## src/rtl/pipeline_hazard_ctrl.sv

```systemverilog
// Hazard/stall controller for a 5-stage F/D/E/M/W pipeline: forwarding selects,
// per-register stall/flush, and sequencing of iterative multiplies and wait-stated memory.
module pipeline_hazard_ctrl #(
    parameter int REG_BITS    = 4,
    parameter int MUL_LAT     = 4,
    parameter int MEM_TIMEOUT = 16,
    parameter int ZERO_REG    = 1
) (
    input  logic                CLK,
    input  logic                RST,
    input  logic [REG_BITS-1:0] RsD,
    input  logic [REG_BITS-1:0] RtD,
    input  logic [REG_BITS-1:0] RsE,
    input  logic [REG_BITS-1:0] RtE,
    input  logic [REG_BITS-1:0] WriteRegE,
    input  logic [REG_BITS-1:0] WriteRegM,
    input  logic [REG_BITS-1:0] WriteRegW,
    input  logic                RegWriteE,
    input  logic                RegWriteM,
    input  logic                RegWriteW,
    input  logic                MemToRegE,
    input  logic                BranchTakenE,
    input  logic                MulStartE,
    input  logic                MemReqM,
    input  logic                MemReadyM,
    output logic                StallF,
    output logic                StallD,
    output logic                StallE,
    output logic                StallM,
    output logic                FlushD,
    output logic                FlushE,
    output logic                FlushM,
    output logic                FlushW,
    output logic [1:0]          ForwardAE,
    output logic [1:0]          ForwardBE,
    output logic                MulDone,
    output logic                MemErr
);

    localparam int MUL_W = (MUL_LAT > 1) ? $clog2(MUL_LAT) : 1;
    localparam int MEM_W = $clog2(MEM_TIMEOUT + 1);
    localparam int CNT_W = (MUL_W > MEM_W) ? MUL_W : MEM_W;

    typedef enum logic [1:0] {IDLE, MULWAIT, MEMWAIT} state_t;

    state_t           state, state_next;
    logic [CNT_W-1:0] count, count_next;
    logic             mem_err, mem_err_next;
    logic             mem_wait_start;
    logic             load_use;

    function automatic logic reg_match(input logic [REG_BITS-1:0] idx,
                                       input logic [REG_BITS-1:0] dest,
                                       input logic                we);
        return we && (idx == dest) && !((ZERO_REG != 0) && (idx == '0));
    endfunction

    always_ff @(posedge CLK) begin
        if (RST) begin
            state   <= IDLE;
            count   <= '0;
            mem_err <= 1'b0;
        end else begin
            state   <= state_next;
            count   <= count_next;
            mem_err <= mem_err_next;
        end
    end

    assign MemErr = mem_err;

    always_comb begin
        ForwardAE = 2'b00;
        ForwardBE = 2'b00;
        if (!RST) begin
            if (reg_match(RsE, WriteRegM, RegWriteM))      ForwardAE = 2'b10;
            else if (reg_match(RsE, WriteRegW, RegWriteW)) ForwardAE = 2'b01;
            if (reg_match(RtE, WriteRegM, RegWriteM))      ForwardBE = 2'b10;
            else if (reg_match(RtE, WriteRegW, RegWriteW)) ForwardBE = 2'b01;
        end
    end

    assign mem_wait_start = MemReqM && !MemReadyM && !mem_err && (state != MEMWAIT);
    assign load_use = MemToRegE &&
                      (reg_match(RsD, WriteRegE, RegWriteE) || reg_match(RtD, WriteRegE, RegWriteE));

    // Multi-cycle events are resolved first; branch and load-use only act when E is free to move.
    always_comb begin
        state_next   = state;
        count_next   = count;
        mem_err_next = mem_err;
        StallF       = 1'b0;
        StallD       = 1'b0;
        StallE       = 1'b0;
        StallM       = 1'b0;
        FlushD       = 1'b0;
        FlushE       = 1'b0;
        FlushM       = 1'b0;
        FlushW       = 1'b0;
        MulDone      = 1'b0;

        if (RST) begin
            FlushD = 1'b1;
            FlushE = 1'b1;
            FlushM = 1'b1;
            FlushW = 1'b1;
        end else if (mem_wait_start) begin
            {StallF, StallD, StallE, StallM} = 4'b1111;
            FlushW     = 1'b1;
            state_next = MEMWAIT;
            count_next = CNT_W'(1);
        end else if (state == MEMWAIT) begin
            if (MemReadyM) begin
                state_next = IDLE;
            end else if (count == CNT_W'(MEM_TIMEOUT)) begin
                mem_err_next = 1'b1;
                state_next   = IDLE;
            end else begin
                {StallF, StallD, StallE, StallM} = 4'b1111;
                FlushW     = 1'b1;
                count_next = count + CNT_W'(1);
            end
        end else if (state == MULWAIT) begin
            {StallF, StallD, StallE} = 3'b111;
            FlushM = 1'b1;
            if (count == '0) begin
                MulDone    = 1'b1;
                state_next = IDLE;
            end else begin
                count_next = count - CNT_W'(1);
            end
        end else if (MulStartE) begin
            {StallF, StallD, StallE} = 3'b111;
            FlushM     = 1'b1;
            state_next = MULWAIT;
            count_next = CNT_W'(MUL_LAT - 2);
        end

        // A taken branch squashes D and E, which also disposes of any load-use consumer in D.
        if (!RST && !StallE) begin
            if (BranchTakenE) begin
                FlushD = 1'b1;
                FlushE = 1'b1;
            end else if (state == IDLE && load_use) begin
                StallF = 1'b1;
                StallD = 1'b1;
                FlushE = 1'b1;
            end
        end
    end

endmodule

```

## config.mk

```make
export PLATFORM = sky130hd
export DESIGN_NAME = pipeline_hazard_ctrl
export DESIGN_NICKNAME = d
export VERILOG_FILES = /design/src/rtl/pipeline_hazard_ctrl.sv
export SDC_FILE = /design/constraint.sdc
export NUM_CORES = 1
export LEC_CHECK = 0
export BUFFER_PORTS_ARGS = -buffer_cell sky130_fd_sc_hd__buf_2
export CORE_MARGIN = 1
export CORE_UTILIZATION = 45
export CTS_CLUSTER_SIZE = 20
export DETAILED_ROUTE_END_ITERATION = 8
export PLACE_DENSITY = 0.78
export SYNTH_ARGS = -nofsm -noshare
export SYNTH_HDL_FRONTEND = slang
export SYNTH_SLANG_ARGS = --single-unit
```

## constraint.sdc

```tcl
create_clock -name CLK -period 5.4 [get_ports CLK]
set_clock_uncertainty 0.1 [all_clocks]
set_input_delay 0.27 -clock CLK [delete_from_list [all_inputs] [get_ports CLK]]
set_output_delay 0.27 -clock CLK [all_outputs]
set_load 0.02 [all_outputs]
```

==> impl_metrics.yaml <==
finish:
  area_growth_pct: 21.85
  final_common_cell: "buf_2"
  fin_nets: 252
  fill_cells: 226
  drive_gt1_share_pct: 33.66
  final_cell_mix: "51 x buf_2, 15 x a21oi_1, 13 x nor3_1, 13 x xnor2_1, 10 x nand2_1"
  num_antenna_cells: 0
drt:
  dr.pass1.iters: 5
  drcViolationCount: 0
  drt_iter0_markers: 86
  via_per_inst: 5.694
  ant_nets: 0
  drt-total-wl_um: 3001
  vias: 1338
  wl_per_cell_um: 12.77
yosys:
  synth_flop_cell: "dfxtp_1"
  synthArstFlopShare_pct: 0
  syn_area_um2: 1202
  ys_seq_area_share_pct: 13.32
  synthesis.instances: 157
  yosys_warnings: 0
  ys_types: 48
  synth_top_area_share_pct: 13.32
  synth_area_per_cell_um2: 7.659
  synth_top_area_cell: "dfxtp_1"
  synth_edf_count: 0
  syn_nets: 202
  ys_top_cells_by_area: "dfxtp_1 13%, xnor2_1 9.5%, ha_1 7.3%"
  synth-seq-cells: 8
hold_path:
  min_from: "RST"
  hold_class: "input port to register"
worst_setup_path:
  start_kind: "register"
  r2r_start: "state[0]$_SDFFE_PP0P_"
  path_class: "register to primary output"
  cp.required_ns: 5.03
  endpoint_kind: "primary output"
  arrival_ns: 2.23
  path_max_fanout: 16
  setup.worst_path.start: "state[0]$_SDFFE_PP0P_"
sta:
  period_needed_ns: 2.603
  grt_setup_unrepaired: "false"
  post-route-period-util_pct: 48.20
  hold_viol_final: 0
  slew_headroom_pct: 64.67
  drv_slew: 0
  timing.fmax_mhz: 384.2
  setup_violations: 0
  whs_ns: 0.2489
  setup_tns_ns: 0
  tightest_slew_ns: 0.5299
flow_run:
  cap_violations: 0
placed_design:
  portBuffers: 51
  hpwl_um: 2399
  gp_congestion: 0.8079
global_routing:
  grt_overflow_total: 0
  grt_pass1_vias: 1108
  antenna_found_initial: 0
  grt_usage_pct: 21.63
  grt_pass1_wl_um: 4629
  grt_start_max_net_pins: 17
clocking:
  clock_latency_ns: 0.26
  htreeDepth: 1
  post_cts_buffers: 0
  tritoncts: "yes"
  clk_pin_slew_worst_paths_ns: 0.07
  ctsResizeCount: 0
  cts_buffer_depth: 2
  cts_made_buffers: 3
  cts_root_buffer: "clkbuf_4"
  cts_hold_buf: 0
  clock-sinks: 8
die:
  die_w_um: 53.69
  dieArea_um2: 2883
  core_um2: 2500
  io-pin-count: 52
  start_util_pct: 48.10
  rows: 18
  die_h_um: 53.69
power_and_ir_drop:
  peakVddDrop_mv: 0.1188
  power_leakage_nw: 0.6106
  powerDensity_nw_per_um2: 208.9
run_status:
  status: "complete, no violations"
-- through the flow --
stage	power [mW]	instance area (um^2)	utilization, %	cells	worst slack (ns)
finish	0.3061	1465	58.61	235	2.797
global route	0.3293	1465	58.61	235	2.666
CTS	0.3038	1465	58.61	235	2.805
detailed placement	0.2541	1443	57.71	232	3.095
global placement	0.2513	1443	57.71	232	3.138
floorplan	0.2115	1202	-	157	3.035
-- kinds of logic (layout without fill, tap and decap cells) --
| group | after synthesis | count (layout) | share of synthesized area (%) |
|---|---|---|---|
| buffers and inverters | 15 | 63 | 7.179 |
| and+or+nand+nor | 66 | 66 | 32.78 |
| muxes | 2 | 2 | 1.665 |
| DFF | 8 | 8 | 13.32 |
| AOI/OAI and AO/OA | 41 | 41 | 24.66 |
| xor gates and xnor gates | 18 | 18 | 13.11 |
| adders and majority gates | 7 | 7 | 7.284 |
-- sequential cells by signal, indices dropped and copies added, names as in the netlist --
register / count
MemErr: 1
count: 5
state: 2
-- per-layer routing --
metal  vias to the layer above  global-route usage (%)  routed length [um]
met4                         0                   7.018                  15
met1                       597                   28.71                1376
met3                         2                   3.955                 274
met5                         -                       0                   0
li1                        671                       -                   -
met2                        68                   34.77                1334
-- power breakdown --
group	internal, mW	switching (mW)
Sequential	0.0668	0.0159
Clock	0.0257	0.0248
Combinational	0.0778	0.0952
-- synth_stat cells, drive strengths merged, types with 2 or more instances --
library cell and count:
nor4 2, o21ai 6, buf 5, nand3 5
a21oi 15, o41ai 2, xor2 5, a21o 2
nor3b 2, a31oi 5, nand2 12, or3 3
nand2b 4, ha 7, dfxtp 8, nand4 5
or2 5, o21bai 3, nor2b 3, xnor2 13
and2 2, mux2i 2, inv 9, nor3 13
nor2 6
-- worst max-delay path, cell delays in order, from the launching register on --
cell and delay [ns]:
dfxtp_1 0.33, inv_1 0.10, ha_1 0.50, nand2b_1 0.18, or2_4 0.31, a31oi_4 0.21
o21bai_1 0.15, buf_2 0.19
-- final timing paths --
| check | end | slack, ns | cells past startpoint |
|---|---|---|---|
| min | MemErr$_SDFFE_PP0P_ | 0.25 | 2 |
| min reg2reg | state[1]$_SDFFE_PP0P_ | 0.45 | 2 |
| max | StallD | 2.80 | 7 |
| max reg2reg | count[3]$_SDFFE_PP0P_ | 3.23 | 6 |
-- cell type report --
type	count	area, um^2	area share, %
Multi-Input combinational cell	134	955.9	65.24
Timing Repair Buffer	51	255.2	17.42
Sequential cell	8	160.2	10.93
Tap cell	30	37.54	2.562
Inverter	9	33.78	2.306
Clock buffer	3	22.52	1.537
(Power assumes the default switching activity.)
